## src/rtl/legv8_inst_encoder.sv

```systemverilog
// legv8_inst_encoder: packs symbolic LEGv8 instructions into 32-bit words and writes them to imem from address 0.
// Latency: one cycle from an accepted transfer to the registered imem write strobe; back-to-back writes, no bubbles.
// Backpressure: in_ready drops when full, outside LOAD, or during start/finish; optional ENC_RANGE_CHECK_EN rejects LDUR/STUR with out-of-range imm.
module legv8_inst_encoder #(
  parameter int ADDR_W = 6
) (
  input  logic              clk,
  input  logic              reset,
  input  logic              start,
  input  logic              finish,
  input  logic              in_valid,
  output logic              in_ready,
  input  logic [2:0]        in_kind,
  input  logic [4:0]        in_rt,
  input  logic [4:0]        in_rn,
  input  logic [4:0]        in_rm,
  input  logic [18:0]       in_imm,
  output logic              imem_we,
  output logic [ADDR_W-1:0] imem_addr,
  output logic [31:0]       imem_wdata,
  output logic [ADDR_W:0]   count,
  output logic              full,
  output logic              err,
  output logic              done
);

  typedef enum logic [1:0] {S_IDLE, S_LOAD, S_DONE} state_t;

  localparam logic [2:0] K_LDUR = 3'd0;
  localparam logic [2:0] K_STUR = 3'd1;
  localparam logic [2:0] K_CBZ  = 3'd2;
  localparam logic [2:0] K_ADD  = 3'd3;
  localparam logic [2:0] K_SUB  = 3'd4;
  localparam logic [2:0] K_AND  = 3'd5;
  localparam logic [2:0] K_ORR  = 3'd6;

  state_t              state_q, state_d;
  logic [ADDR_W:0]     count_q, count_d;
  logic                we_q, we_d;
  logic [ADDR_W-1:0]   addr_q, addr_d;
  logic [31:0]         wdata_q, wdata_d;
  logic                err_q, err_d;

  logic [31:0]         enc_word;
  logic                bad_kind;
  logic                reject;
  logic                xfer;

  // count only reaches 2**ADDR_W when every address has been written, so its MSB is the full flag
  assign full      = count_q[ADDR_W];
  assign count     = count_q;
  assign imem_we   = we_q;
  assign imem_addr = addr_q;
  assign imem_wdata = wdata_q;
  assign err       = err_q;
  assign done      = (state_q == S_DONE);
  assign in_ready  = (state_q == S_LOAD) && !full && !start && !finish;
  assign xfer      = in_valid && in_ready;

  // Bit-field packing of the symbolic instruction; unused fields of each format are ignored
  always_comb begin
    enc_word = '0;
    bad_kind = 1'b0;
    case (in_kind)
      K_LDUR:  enc_word = {11'b11111000010, in_imm[8:0], 2'b00, in_rn, in_rt};
      K_STUR:  enc_word = {11'b11111000000, in_imm[8:0], 2'b00, in_rn, in_rt};
      K_CBZ:   enc_word = {8'b10110100, in_imm, in_rt};
      K_ADD:   enc_word = {11'b10001011000, in_rm, 6'b000000, in_rn, in_rt};
      K_SUB:   enc_word = {11'b11001011000, in_rm, 6'b000000, in_rn, in_rt};
      K_AND:   enc_word = {11'b10001010000, in_rm, 6'b000000, in_rn, in_rt};
      K_ORR:   enc_word = {11'b10101010000, in_rm, 6'b000000, in_rn, in_rt};
      default: bad_kind = 1'b1;
    endcase
  end

  // Rejection: illegal kind always; with range checking, a D-format imm that does not fit in 9 signed bits
`ifdef ENC_RANGE_CHECK_EN
  logic is_mem;
  logic imm_oob;
  assign is_mem  = (in_kind == K_LDUR) || (in_kind == K_STUR);
  assign imm_oob = (in_imm[18:9] != {10{in_imm[8]}});
  assign reject  = bad_kind || (is_mem && imm_oob);
`else
  assign reject  = bad_kind;
`endif

  // Session control and write-port next state; start always wins over finish and transfers
  always_comb begin
    state_d = state_q;
    count_d = count_q;
    we_d    = 1'b0;
    err_d   = 1'b0;
    addr_d  = addr_q;
    wdata_d = wdata_q;
    case (state_q)
      S_IDLE, S_DONE: begin
        if (start) begin
          state_d = S_LOAD;
          count_d = '0;
        end
      end
      S_LOAD: begin
        if (start) begin
          count_d = '0;
        end else if (finish) begin
          state_d = S_DONE;
        end else if (xfer) begin
          if (reject) begin
            err_d = 1'b1;
          end else begin
            we_d    = 1'b1;
            addr_d  = count_q[ADDR_W-1:0];
            wdata_d = enc_word;
            count_d = count_q + (ADDR_W+1)'(1);
          end
        end
      end
      default: state_d = S_IDLE;
    endcase
  end

  // State and output registers; synchronous reset drops any pending write
  always_ff @(posedge clk) begin
    if (reset) begin
      state_q <= S_IDLE;
      count_q <= '0;
      we_q    <= 1'b0;
      addr_q  <= '0;
      wdata_q <= '0;
      err_q   <= 1'b0;
    end else begin
      state_q <= state_d;
      count_q <= count_d;
      we_q    <= we_d;
      addr_q  <= addr_d;
      wdata_q <= wdata_d;
      err_q   <= err_d;
    end
  end

endmodule
```

## config.mk

```make
export PLATFORM = sky130hd
export DESIGN_NAME = legv8_inst_encoder
export DESIGN_NICKNAME = d
export VERILOG_FILES = /design/src/rtl/legv8_inst_encoder.sv
export SDC_FILE = /design/constraint.sdc
export NUM_CORES = 1
export LEC_CHECK = 0
export ABC_AREA = 1
export CORE_MARGIN = 3
export CORE_UTILIZATION = 33
export DETAILED_ROUTE_END_ITERATION = 7
export SETUP_SLACK_MARGIN = 0.02
export SLEW_MARGIN = 20
export SYNTH_ARGS = -nofsm -noshare
export SYNTH_HDL_FRONTEND = slang
export SYNTH_SLANG_ARGS = --single-unit
```

## constraint.sdc

```tcl
create_clock -name clk -period 1.3 [get_ports clk]
set_input_delay 0.195 -clock clk [delete_from_list [all_inputs] [get_ports clk]]
set_output_delay 0.195 -clock clk [all_outputs]
set_load 0.01 [all_outputs]
```

After elaboration in Yosys (flattened, before gate mapping)
Cells that the tools add are included.
{ "totals": {"wordCells": 54, "latch_bits": 0, "register_bits": 49, "rom_bits": 0, "memories": 0, "ramBits": 0, "output_inout_bits": 50} }
{ "op_classes": {"n_eq_ne": 14, "shifts": 0, "n_addsub": 1, "muxes": 13, "n_lt_le_gt_ge": 0, "multipliers": 0, "div": 0, "n_reduce_logical": 16, "bitwise": 4} }
{ "ops": {"columns": ["operator", "n"], "rows": [
  ["$pmux W32 S7", 1],
  ["$mux W7", 5],
  ["$pmux W7 S2", 1],
  ["$reduce_and A5 Y1", 2],
  ["$eq A3 B3 Y1 const B", 3],
  ["$ne A3 B3 Y1 const B", 3],
  ["$add A7 B1 Y7 const B", 1],
  ["$reduce_or A7 Y1", 1],
  ["$eq A3 B2 Y1 const B", 2],
  ["$mux W2", 3],
  ["$ne A2 B2 Y1 const B", 3],
  ["$reduce_or A5 Y1", 1],
  ["$logic_and A1 B1 Y1", 4],
  ["$not A1 Y1", 4],
  ["$pmux W2 S2", 1],
  ["$eq A3 B1 Y1 const B", 1],
  ["$logic_not A1 Y1", 3],
  ["$logic_not A3 Y1", 1],
  ["$reduce_and A3 Y1", 1],
  ["$eq A2 B1 Y1 const B", 1],
  ["$eq A2 B2 Y1 const B", 1],
  ["$logic_not A2 Y1", 1],
  ["$mux W1", 2],
  ["$reduce_bool A2 Y1", 1],
  ["$reduce_or A2 Y1", 1]
]} }

Logic depth before layout (Yosys ltp)
Gate-level depths: netlist of the first run.
{ "logic_depth": {"ltp_word": 9, "ltp_mapped": 10, "mapped_depth_nobuf": 10} }

Worst setup path before layout of the first run
No wires, ideal clock.
{ "synth_timing": {"kind": "flip-flop to flip-flop", "startpoint": "register count_q[6] (netlist: count[6])", "endpoint": "register wdata_q[30] (netlist: imem_wdata[30])", "t_arrival_ns": 1.198, "path_buffers": 2, "slack_ns": -0.016, "path_stages_with_launch": 7, "cell_sequence": "dfxtp_1 > nor2_1 > nand4_4 > buf_6 > buf_6 > nor3_1 > nor2_1"} }
{ "synth_between": {"elab_chain_cells": 6} }
{ "synth_rtl": {"columns": ["element", "line_no", "text"], "rows": [
  ["start, declared", "38", "logic [ADDR_W:0] count_q, count_d;"],
  ["start signal, assigned", "133", "count_q <= count_d;"],
  ["$logic_not A1 Y1", "57", "assign in_ready = (state_q == S_LOAD) && !full && !start && !finish;"],
  ["$logic_and A1 B1 Y1 (3 in series)", "57", null],
  ["$logic_and A1 B1 Y1", "58", "assign xfer = in_valid && in_ready;"],
  ["$reduce_and A5 Y1 (no line)", null, null],
  ["end signal, assigned", "136", "wdata_q <= wdata_d;"],
  ["end, declared", "41", "logic [31:0] wdata_q, wdata_d;"]
]} }
No other way between the ends.
A chain may end at the register's enable or synchronous reset.

Final worst setup path of the first run
{ "layout_timing": {"startpoint": "input port start", "endpoint": "register wdata_q[22] (netlist: imem_wdata[22])"} }
{ "layout_between": {"elab_chain_cells": 5} }
{ "layout_rtl": {"columns": ["element", "line_no", "text"], "rows": [
  ["start, declared", "9", "input logic start,"],
  ["$logic_not A1 Y1", "57", null],
  ["$logic_and A1 B1 Y1 (2 in series)", "57", null],
  ["$logic_and A1 B1 Y1", "58", null],
  ["$reduce_and A5 Y1 (no line) *", null, null]
]} }
Every way passes the cells marked *; elsewhere a longest branch is shown, timed or not.

==> metrics.sh, run 1 <==
RUN_STATUS='finished, violations left'
FAILING_CHECKS='setup timing'
GRT.MET3_USAGE=0.0317
POST_SYNTH_INSTANCE_AREA_UM2=2470
WORST_CLOCK_SKEW_NS=0.00930
HOLD_VIOL=0
DIE-AREA_UM2=8550
AVGSYNTHCELLAREA_UM2=6.86
LAYOUT.FILLER_CELLS=684
DIE_Y_UM=92.5
PLACER_CONGESTION=0.938
PORT_BUFFERS=91
MULTI_INPUT_COMB_AREA_UM2=1500
CLK_PIN_SLEW_NS=0.09
TIMING.FINAL.CRIT_PERIOD_NS=1.38
SYN_NETS=403
WORSTPATHCELLLIST='clkdlybuf4s50_1, nor2_4, buf_6, nand4_4, inv_8, buf_16, nand2_1, a21oi_1'
SYNTH_TOP_CELL_AREA_SHARE=0.397
LEAKAGEPOWER_nW=1.93
CTS-HOLD-FIX-BUFFERS=0
POSTSYNTHCELLCOUNT=360
FIN_TNS_SETUP_NS=-2.28
NUMBER_OF_ANTENNA_VIOLATIONS_AT_THE_FIRST_CHECK_IN_GLOBAL_ROUTING=0
LAYOUT_SETUP_WS_NS=-0.0791
CRITICAL_PATH.MAX_STAGE_DELAY_NS=0.48
CRIT_TYPE='in -> reg'
NUM-NETS-FINAL=530
POST_SYNTH_MAIN_AREA_CONTRIBUTORS='sky130_fd_sc_hd__dfxtp_1, sky130_fd_sc_hd__nand2_1, sky130_fd_sc_hd__a21oi_1'
YOSYSTOPAREACELL='sky130_fd_sc_hd__dfxtp_1'
SEQ_AREA_FRAC_SYNTH=0.397
WORST-ENDPOINT-ARRIVAL_NS=1.62
TOTAL_POWER_mW=3.08
ROUTED-VIA-COUNT=2838
GRT_PASS1_WL_MM=12.3
REGAREA_UM2=991
YOSYS.CELL_TYPES.COUNT=27
GLOBAL_ROUTE_MET2_UTILIZATION=0.303
CLOCK_H_TREE_LEVELS=2
DRT_ITER0_MARKERS=85
DIE_WIDTH_UM=92.5
ROUTE.DETAILED.VIAS_PER_INST=4.86
CORE_AREA_UM2=7020
GRT.MET1_USAGE=0.218
POSTROUTEWIRELENGTH_MM=7.81
NUM_ROWS=30
MAX-VDD-IR-DROP_uV=333
SHARE_OF_CELLS_ABOVE_DRIVE_STRENGTH_1=0.250
HOLD_END='err$_SDFF_PP0_'
R2R_CELLS=9
DP.FINAL_HPWL_MM=5.55
MIN_DELAY_PATH_DEPTH=3
CRIT_PATH_END_KIND='flip-flop'
HOLD_PATH_START='in_kind[0]'
FINAL_MAX_SLEW_VIOL_COUNT=0
POWER_PER_CELL_AREA_nW_PER_UM2=754
CP.REQUIRED_NS=1.54
DRV.MAX_CAP_VIOLATION_COUNT=0
FINAL_MIN_PERIOD_OVER_CLOCK_PERIOD=1.06
CTS_BUFFER_DEPTH=2
FINALSETUPVIOLATIONS=45
ANT_NETS=0
CP_SLOWEST_CELL='sky130_fd_sc_hd__clkdlybuf4s50_1'
DRT_PRE_ANTENNA_ITERS=4
TIMING.RR.END='imem_wdata[22]$_SDFFE_PP0P_'
CLOCK_INSERTION_DELAY_WORST_SKEW_NS=0.30
CTSROOTBUFFERMASTER='sky130_fd_sc_hd__clkbuf_8'
DIODES=0
GRT_OVF=0
SLEW_HEADROOM=0.792
TOP_LEVEL_PORTS=92
REG_TO_REG_CRITICAL_PATH_STARTPOINT='state_q[1]$_SDFFE_PP0P_'
CRIT_FANOUT=8
MIN_PATH_TYPE='in -> reg'
TRITONCTS='yes'
GRT_MAX_DEGREE=36
FIRST_GLOBAL_VIAS=2627
FLOORPLAN.INITIALDENSITY=0.352
REGTOREGSETUPSLACK_NS=-0.07
RSZ0062_AT_GRT='yes'
DRCVIOLATIONCOUNT=0
START_KIND='input port'
SYN2LAYOUT_AREA_GROWTH_PCT=65.7
CTS_MADE_BUFFERS=5
MAX_SLEW.WORST_PIN.SLEW_NS=0.311
FMAX_MHz=725
TOP_USAGE_LAYER_GRT='met2'
CLOCK_SINKS=49
TRACK_USAGE=0.175
ROUTED_WIRE_LENGTH_PER_INSTANCE_UM=13.4
YS_SEQ_ELEMENTS=49
YS_WARN_COUNT=0
-- what timing repair did --
item | 4_1_cts | 5_1_grt
buffers inserted | 2 | 2
endpoints found under the setup margin | 93 | 51
resized for setup | 91 | 59
gates cloned | 2 | 2
pin swaps | 3 | 24
-- stage by stage --
| step | hold slack (ns) | util | std cells | cell area, um2 | worst slack, ns |
|---|---|---|---|---|---|
| final | 0.400 | 0.583 | 584 | 4090 | -0.0791 |
| after global routing | 0.419 | 0.583 | 584 | 4090 | -0.190 |
| after CTS | 0.401 | 0.551 | 580 | 3870 | -0.0998 |
| after detailed placement | 0.455 | 0.525 | 568 | 3680 | -0.473 |
| after global placement | 0.452 | 0.525 | 568 | 3680 | -0.466 |
| after floorplan | 0.338 | - | 360 | 2470 | 0.0362 |
-- worst max-delay path by stage --
stage / start / end / cells after the start
3_5_place_dp: in_kind[1] / imem_wdata[17]$_SDFFE_PP0P_ / 9
2_1_floorplan: state_q[0]$_SDFFE_PP0P_ / imem_wdata[30]$_SDFFE_PP0P_ / 7
3_3_place_gp: in_kind[1] / imem_wdata[16]$_SDFFE_PP0P_ / 9
5_1_grt: state_q[1]$_SDFFE_PP0P_ / imem_addr[4]$_SDFFE_PP0P_ / 9
6_report: start / imem_wdata[22]$_SDFFE_PP0P_ / 8
4_1_cts: state_q[1]$_SDFFE_PP0P_ / imem_addr[3]$_SDFFE_PP0P_ / 9
-- placed cells by master (no fill, tap or decap), types with 2 or more instances in the layout --
cell	netlist	layout
sky130_fd_sc_hd__buf_12	0	4
sky130_fd_sc_hd__buf_4	5	31
sky130_fd_sc_hd__nand2_1	118	104
sky130_fd_sc_hd__dfxtp_2	0	5
sky130_fd_sc_hd__o21ai_1	3	11
sky130_fd_sc_hd__a21oi_2	0	17
sky130_fd_sc_hd__clkdlybuf4s15_1	0	2
sky130_fd_sc_hd__inv_1	19	18
sky130_fd_sc_hd__a22oi_1	2	2
sky130_fd_sc_hd__nor2_1	39	35
sky130_fd_sc_hd__nor2_4	5	6
sky130_fd_sc_hd__nand3_1	20	13
sky130_fd_sc_hd__nor2_2	1	5
sky130_fd_sc_hd__clkbuf_8	0	6
sky130_fd_sc_hd__a21boi_0	2	2
sky130_fd_sc_hd__nand4_1	16	16
sky130_fd_sc_hd__dlygate4sd2_1	0	49
sky130_fd_sc_hd__nand2_4	0	10
sky130_fd_sc_hd__nor3_1	3	2
sky130_fd_sc_hd__nand2_2	3	7
sky130_fd_sc_hd__inv_2	4	4
sky130_fd_sc_hd__a21oi_1	40	23
sky130_fd_sc_hd__dfxtp_1	49	43
sky130_fd_sc_hd__buf_6	6	7
sky130_fd_sc_hd__clkdlybuf4s50_1	0	38
sky130_fd_sc_hd__nand3_2	1	8
sky130_fd_sc_hd__buf_2	2	2
sky130_fd_sc_hd__a22o_1	3	3
-- layer usage --
metal,vias to the layer above,share of wire
li1,1440,-
met1,1307,0.44
met2,78,0.49
met3,13,0.048
met4,0,0.016
met5,-,0
-- state kept, by name, summed over array words and instances, names as in the netlist --
signal	cells
imem_addr	6
state_q	2
imem_wdata	32
count	7
err	1
imem_we	1
-- Yosys cell counts, drive strengths merged --
master  instances
nand3          21
a22o            3
nor3b           2
inv            23
a21boi          2
nand4          17
a22oi           2
buf            13
nor3            3
ha              1
dfxtp          49
a21oi          40
clkinv          1
o21ai          12
nand2         121
nor2           45
or2             1
clkbuf          4
-- worst max-delay path, delay by kind of cell --
kind,cells,cell delay (ns)
buffers and inverters,4,0.93
and+or+nand+nor,3,0.38
AOI/OAI and AO/OA,1,0.11
-- final cells by class --
class	instances	area share
inverter	24	0.0239
clock inverter	2	0.00336
tap	96	0.0294
timing repair buffer	135	0.314
clock buffer	6	0.0202
multi-input combinational	272	0.367
sequential	49	0.242
-- report_power, final --
| part | leakage (nW) | total [mW] | switching [mW] | internal (mW) |
|---|---|---|---|---|
| logic | 1.48 | 0.612 | 0.317 | 0.295 |
| clock network | 0.0512 | 0.946 | 0.514 | 0.432 |
| registers | 0.398 | 1.52 | 0.00948 | 1.52 |
| total | 1.93 | 3.08 | 0.840 | 2.24 |
-- cells by family (layout without fill, tap and decap cells) --
logic type                 count (synthesis)  count (layout)  synth area share
buffers and inverters                     41             167            0.0892
and+or+nand+nor                          210             212             0.380
AOI/OAI and AO/OA                         59              59             0.128
adders and majority gates                  1               1           0.00507
DFF                                       49              49             0.397
Power figures use the tool's default switching activity.
==> inputs of run 2 (changes only) <==
ABC_AREA = not set   (was 1)
PLACE_DENSITY = 0.67   (was not set)
==> run 2 against run 1 <==
  * The run still ends with setup timing left
  * Global-route usage is 0.26 points lower
  * Core utilization is 1.0 points higher
  * Clock-buffer cell count stayed put
  * Worst hold slack worse by 0.20 ns
  * Critical path depth stayed put
  * Clock skew is 0.0028 ns lower
  * Highest routed layer unchanged
==> metrics.sh, run 2 <==
CLOCK_INSERTION_DELAY_WORST_SKEW_NS=0.31  # about the same
MOSTFREQUENTLAYOUTCELLS='sky130_fd_sc_hd__dlygate4sd2_1, sky130_fd_sc_hd__nand2_1, sky130_fd_sc_hd__dfxtp_1'
HOLD_VIOL=0  # unchanged
DRCVIOLATIONCOUNT=0  # unchanged
POWER_SHARE_OF_THE_CLOCK_GROUP=0.313  # +0.006
POSTSYNTHCELLCOUNT=264  # -27%
FINALHOLDWORSTSLACK_NS=0.204  # -0.196 ns
ROUTED_WIRE_LENGTH_PER_INSTANCE_UM=14.5  # +8.5%
GRT_MAX_DEGREE=36  # unchanged
POSTROUTEWIRELENGTH_MM=6.72  # -14%
SEQUENTIALPOWERSHARE=0.524  # +0.029
REG_TO_REG_CRITICAL_PATH_STARTPOINT='count[6]$_SDFFE_PP0P_'
CLK_PIN_SLEW_NS=0.09  # about the same
TRITONCTS='yes'
DP.FINAL_HPWL_MM=4.76  # -14%
DIODES=0  # unchanged
DIE_Y_UM=87.1  # -5.8%
NUMBER_OF_ANTENNA_VIOLATIONS_AT_THE_FIRST_CHECK_IN_GLOBAL_ROUTING=0  # unchanged
WORST-ENDPOINT-ARRIVAL_NS=1.69  # +0.07 ns
MOSTFREQUENTLAYOUTCELL='sky130_fd_sc_hd__dlygate4sd2_1'
CRIT_FANOUT=6  # -2
TIMING.RR.END='imem_wdata[21]$_SDFFE_PP0P_'
LEAKAGEPOWER_nW=1.55  # -20%
YS_WARN_COUNT=0  # unchanged
PWR-SHARE-COMB=0.163  # -0.036
NUM-NETS-FINAL=430  # -19%
ASYNCSETRESETFLOPFRACSYNTH=0  # unchanged
CP_SLOWEST_CELL='sky130_fd_sc_hd__dfxtp_2'
AVGSYNTHCELLAREA_UM2=8.23  # +20%
SYNTH_ENABLE_FLOP_CELLS=0  # unchanged
POWER_PER_CELL_AREA_nW_PER_UM2=800  # +6.2%
CTS_BUFFER_DEPTH=2  # unchanged
DIE_WIDTH_UM=87.1  # -5.8%
LAYOUT_SETUP_WS_NS=-0.183  # -0.104 ns
CRITPATHLAUNCH='count[6]$_SDFFE_PP0P_'
ROUTED-VIA-COUNT=2350  # -17%
TOP_LEVEL_PORTS=92  # unchanged
RUN_STATUS='finished, violations left'
YS_SEQ_ELEMENTS=49  # unchanged
YOSYSTOPAREACELL='sky130_fd_sc_hd__dfxtp_1'
WORSTPATHCELLLIST='nor3_4, buf_6, nand4_4, buf_4, buf_4, buf_6, a22oi_1, nor2_1'
PORT_BUFFERS=91  # unchanged
SLEW_HEADROOM=0.786  # -0.00571
SHARE_OF_CELLS_ABOVE_DRIVE_STRENGTH_1=0.222  # -0.0284
DOMINANT_REGISTER_CELL_IN_THE_SYNTHESIZED_NETLIST='sky130_fd_sc_hd__dfxtp_1'
DIE-AREA_UM2=7590  # -11%
FAILING_CHECKS='setup timing'
NUM_ROWS=28  # -6.7%
CTSROOTBUFFERMASTER='sky130_fd_sc_hd__clkbuf_8'
REGTOREGSETUPSLACK_NS=-0.18  # -0.11 ns
TIMING.FINAL.CRIT_PERIOD_NS=1.48  # +0.104 ns
HOLD_PATH_START='reset'
DRT_PRE_ANTENNA_ITERS=4  # unchanged
SYN_NETS=307  # -24%
YOSYS.CELL_TYPES.COUNT=36  # +33%
GRT_PASS1_WL_MM=10.4  # -15%
HOLD_END='imem_addr[5]$_SDFFE_PP0P_'
START_KIND='flip-flop'
POST_SYNTH_INSTANCE_AREA_UM2=2170  # -12%
MIN_DELAY_PATH_DEPTH=2  # -1
SYNTH_TOP_CELL_AREA_SHARE=0.452  # +0.0542
MAX_SLEW.WORST_PIN.SLEW_NS=0.320  # +0.00855 ns
FINALSETUPVIOLATIONS=41  # -8.9%
FLOORPLAN.INITIALDENSITY=0.354  # +0.00259
CRIT_TYPE='reg -> reg'
ROUTE.DETAILED.VIAS_PER_INST=5.08  # +4.4%
GRT_OVF=0  # unchanged
CRIT_PATH_END_KIND='flip-flop'
SEQ_AREA_FRAC_SYNTH=0.452  # +0.0542
SW_FRAC_OF_TOTAL=0.257  # -0.0154
LARGEST_REG_FLOPS=32  # unchanged
CRITICAL_PATH.MAX_STAGE_DELAY_NS=0.34  # -0.14 ns
DESIGN_AREA_UM2=3630  # -11%
CLOCK_H_TREE_LEVELS=2  # unchanged
CLOCK_SINKS=49  # unchanged
PLACED_CELL_AREA_UM2=3350  # -8.9%
TOTAL_SWITCHING_POWER_uW=748  # -11%
ANT_NETS=0  # unchanged
FINAL_MIN_PERIOD_OVER_CLOCK_PERIOD=1.14  # +0.0798
POWER.INTERNAL_mW=2.16  # -3.7%
R2R_CELLS=8  # -1
DRT_ITER0_MARKERS=102  # +20%
CP.REQUIRED_NS=1.51  # -0.03 ns
POST_SYNTH_MAIN_AREA_CONTRIBUTORS='sky130_fd_sc_hd__dfxtp_1, sky130_fd_sc_hd__nand2_1, sky130_fd_sc_hd__a21oi_1'
SYNTH.MOST_COMMON_CELL='sky130_fd_sc_hd__dfxtp_1'
PLACER_CONGESTION=0.817  # -13%
MIN_PATH_TYPE='in -> reg'
CORE_AREA_UM2=6130  # -13%
LAYOUT.FILLER_CELLS=547  # -20%
FINAL_MAX_SLEW_VIOL_COUNT=0  # unchanged
DRV.MAX_CAP_VIOLATION_COUNT=0  # unchanged
TRACK_USAGE=0.173  # -0.00260
MAX-VDD-IR-DROP_uV=396  # +19%
FIRST_GLOBAL_VIAS=2176  # -17%
CTS_MADE_BUFFERS=5  # unchanged
SYN2LAYOUT_AREA_GROWTH_PCT=67.3
YS_TOP_CELLS_BY_COUNT='sky130_fd_sc_hd__dfxtp_1, sky130_fd_sc_hd__nand2_1, sky130_fd_sc_hd__a21oi_1, sky130_fd_sc_hd__nor2_1, sky130_fd_sc_hd__clkbuf_1'
FMAX_MHz=674  # -7.0%
RSZ0062_AT_GRT='yes'
WORST_CLOCK_SKEW_NS=0.00645  # -0.00284 ns
MULTI_INPUT_COMB_AREA_UM2=1200  # -20%
REGAREA_UM2=993  # +0.25%
CTS-HOLD-FIX-BUFFERS=0  # unchanged
run 2: cell types whose count changed after synthesis, moves of 11 or more:
cell and change:
sky130_fd_sc_hd__nand3_1 -13, sky130_fd_sc_hd__clkbuf_1 +11, sky130_fd_sc_hd__inv_1 -14, sky130_fd_sc_hd__nand2_1 -73, sky130_fd_sc_hd__nor2_1 -18, sky130_fd_sc_hd__nand4_1 -16
run 2: worst max-delay path by stage:
| stage | depth (start not counted) | to | slack [ns] |
|---|---|---|---|
| 4_1_cts | 5 | count[5]$_SDFFE_PP0P_ | -0.20 |
| 3_5_place_dp | 5 | count[5]$_SDFFE_PP0P_ | -0.57 |
| 3_3_place_gp | 4 | in_ready | -0.54 |
| 5_1_grt | 5 | count[5]$_SDFFE_PP0P_ | -0.26 |
| 6_report | 8 | imem_wdata[21]$_SDFFE_PP0P_ | -0.18 |
| 2_1_floorplan | 4 | imem_wdata[22]$_SDFFE_PP0P_ | -0.007 |
run 2: metrics by stage:
step | cells | setup WS [ns] | utilization | power [mW] | TNS (ns)
6_report | 463 | -0.183 | 0.593 | 2.91 | -2.83
5_1_grt | 463 | -0.257 | 0.593 | 3.03 | -6.30
4_1_cts | 457 | -0.197 | 0.574 | 2.90 | -3.31
3_5_place_dp | 440 | -0.570 | 0.547 | 1.99 | -20.70
3_3_place_gp | 440 | -0.537 | 0.547 | 1.99 | -19.70
2_1_floorplan | 264 | -0.00712 | - | 1.73 | -0.0137
run 2: worst max-delay path, delay by kind of cell (launching register included):
| family | cells | cell delay [ns] |
|---|---|---|
| and+or+nand+nor | 3 | 0.31 |
| AOI/OAI and AO/OA | 1 | 0.18 |
| buffers and inverters | 4 | 0.55 |
| DFF | 1 | 0.34 |
run 2: cells by family (layout without fill, tap and decap cells):
| kind of cell | count (synthesis) | in the layout | synth area share |
|---|---|---|---|
| AOI/OAI and AO/OA | 74 | 74 | 0.213 |
| xor gates and xnor gates | 2 | 2 | 0.00807 |
| adders and majority gates | 6 | 6 | 0.0288 |
| buffers and inverters | 25 | 148 | 0.0472 |
| DFF | 49 | 49 | 0.452 |
| and+or+nand+nor | 108 | 109 | 0.252 |
run 2: repair_timing:
action | in CTS | in global routing
pin swaps | 6 | 4
gates resized for setup | 83 | 20
endpoints found under the setup margin | 95 | 50
setup buffers | 7 | 6
gates cloned | 2 | 0
run 2: layout make-up:
cell class,instances,share of cell area
Clock inverter,2,0.00413
Tap cell,75,0.0258
Timing Repair Buffer,135,0.341
Sequential cell,49,0.273
Inverter,5,0.00516
Multi-Input combinational cell,191,0.330
Clock buffer,6,0.0200
run 2: routing by layer:
layer | part of all wire | global-route usage | vias up
li1 | - | - | 1187
met1 | 0.46 | 0.242 | 1059
met2 | 0.44 | 0.255 | 91
met3 | 0.074 | 0.0435 | 13
met4 | 0.022 | 0.0642 | 0
met5 | 0 | 0 | -
run 2: power groups by stage:
| stage | registers, mW | logic [mW] | clock network [mW] |
|---|---|---|---|
| 3_3_place_gp | 1.56 | 0.431 | 0 |
| 4_1_cts | 1.52 | 0.452 | 0.930 |
| 5_1_grt | 1.53 | 0.513 | 0.992 |
| 2_1_floorplan | 1.57 | 0.167 | 0 |
| 6_report | 1.52 | 0.475 | 0.911 |
| 3_5_place_dp | 1.56 | 0.434 | 0 |
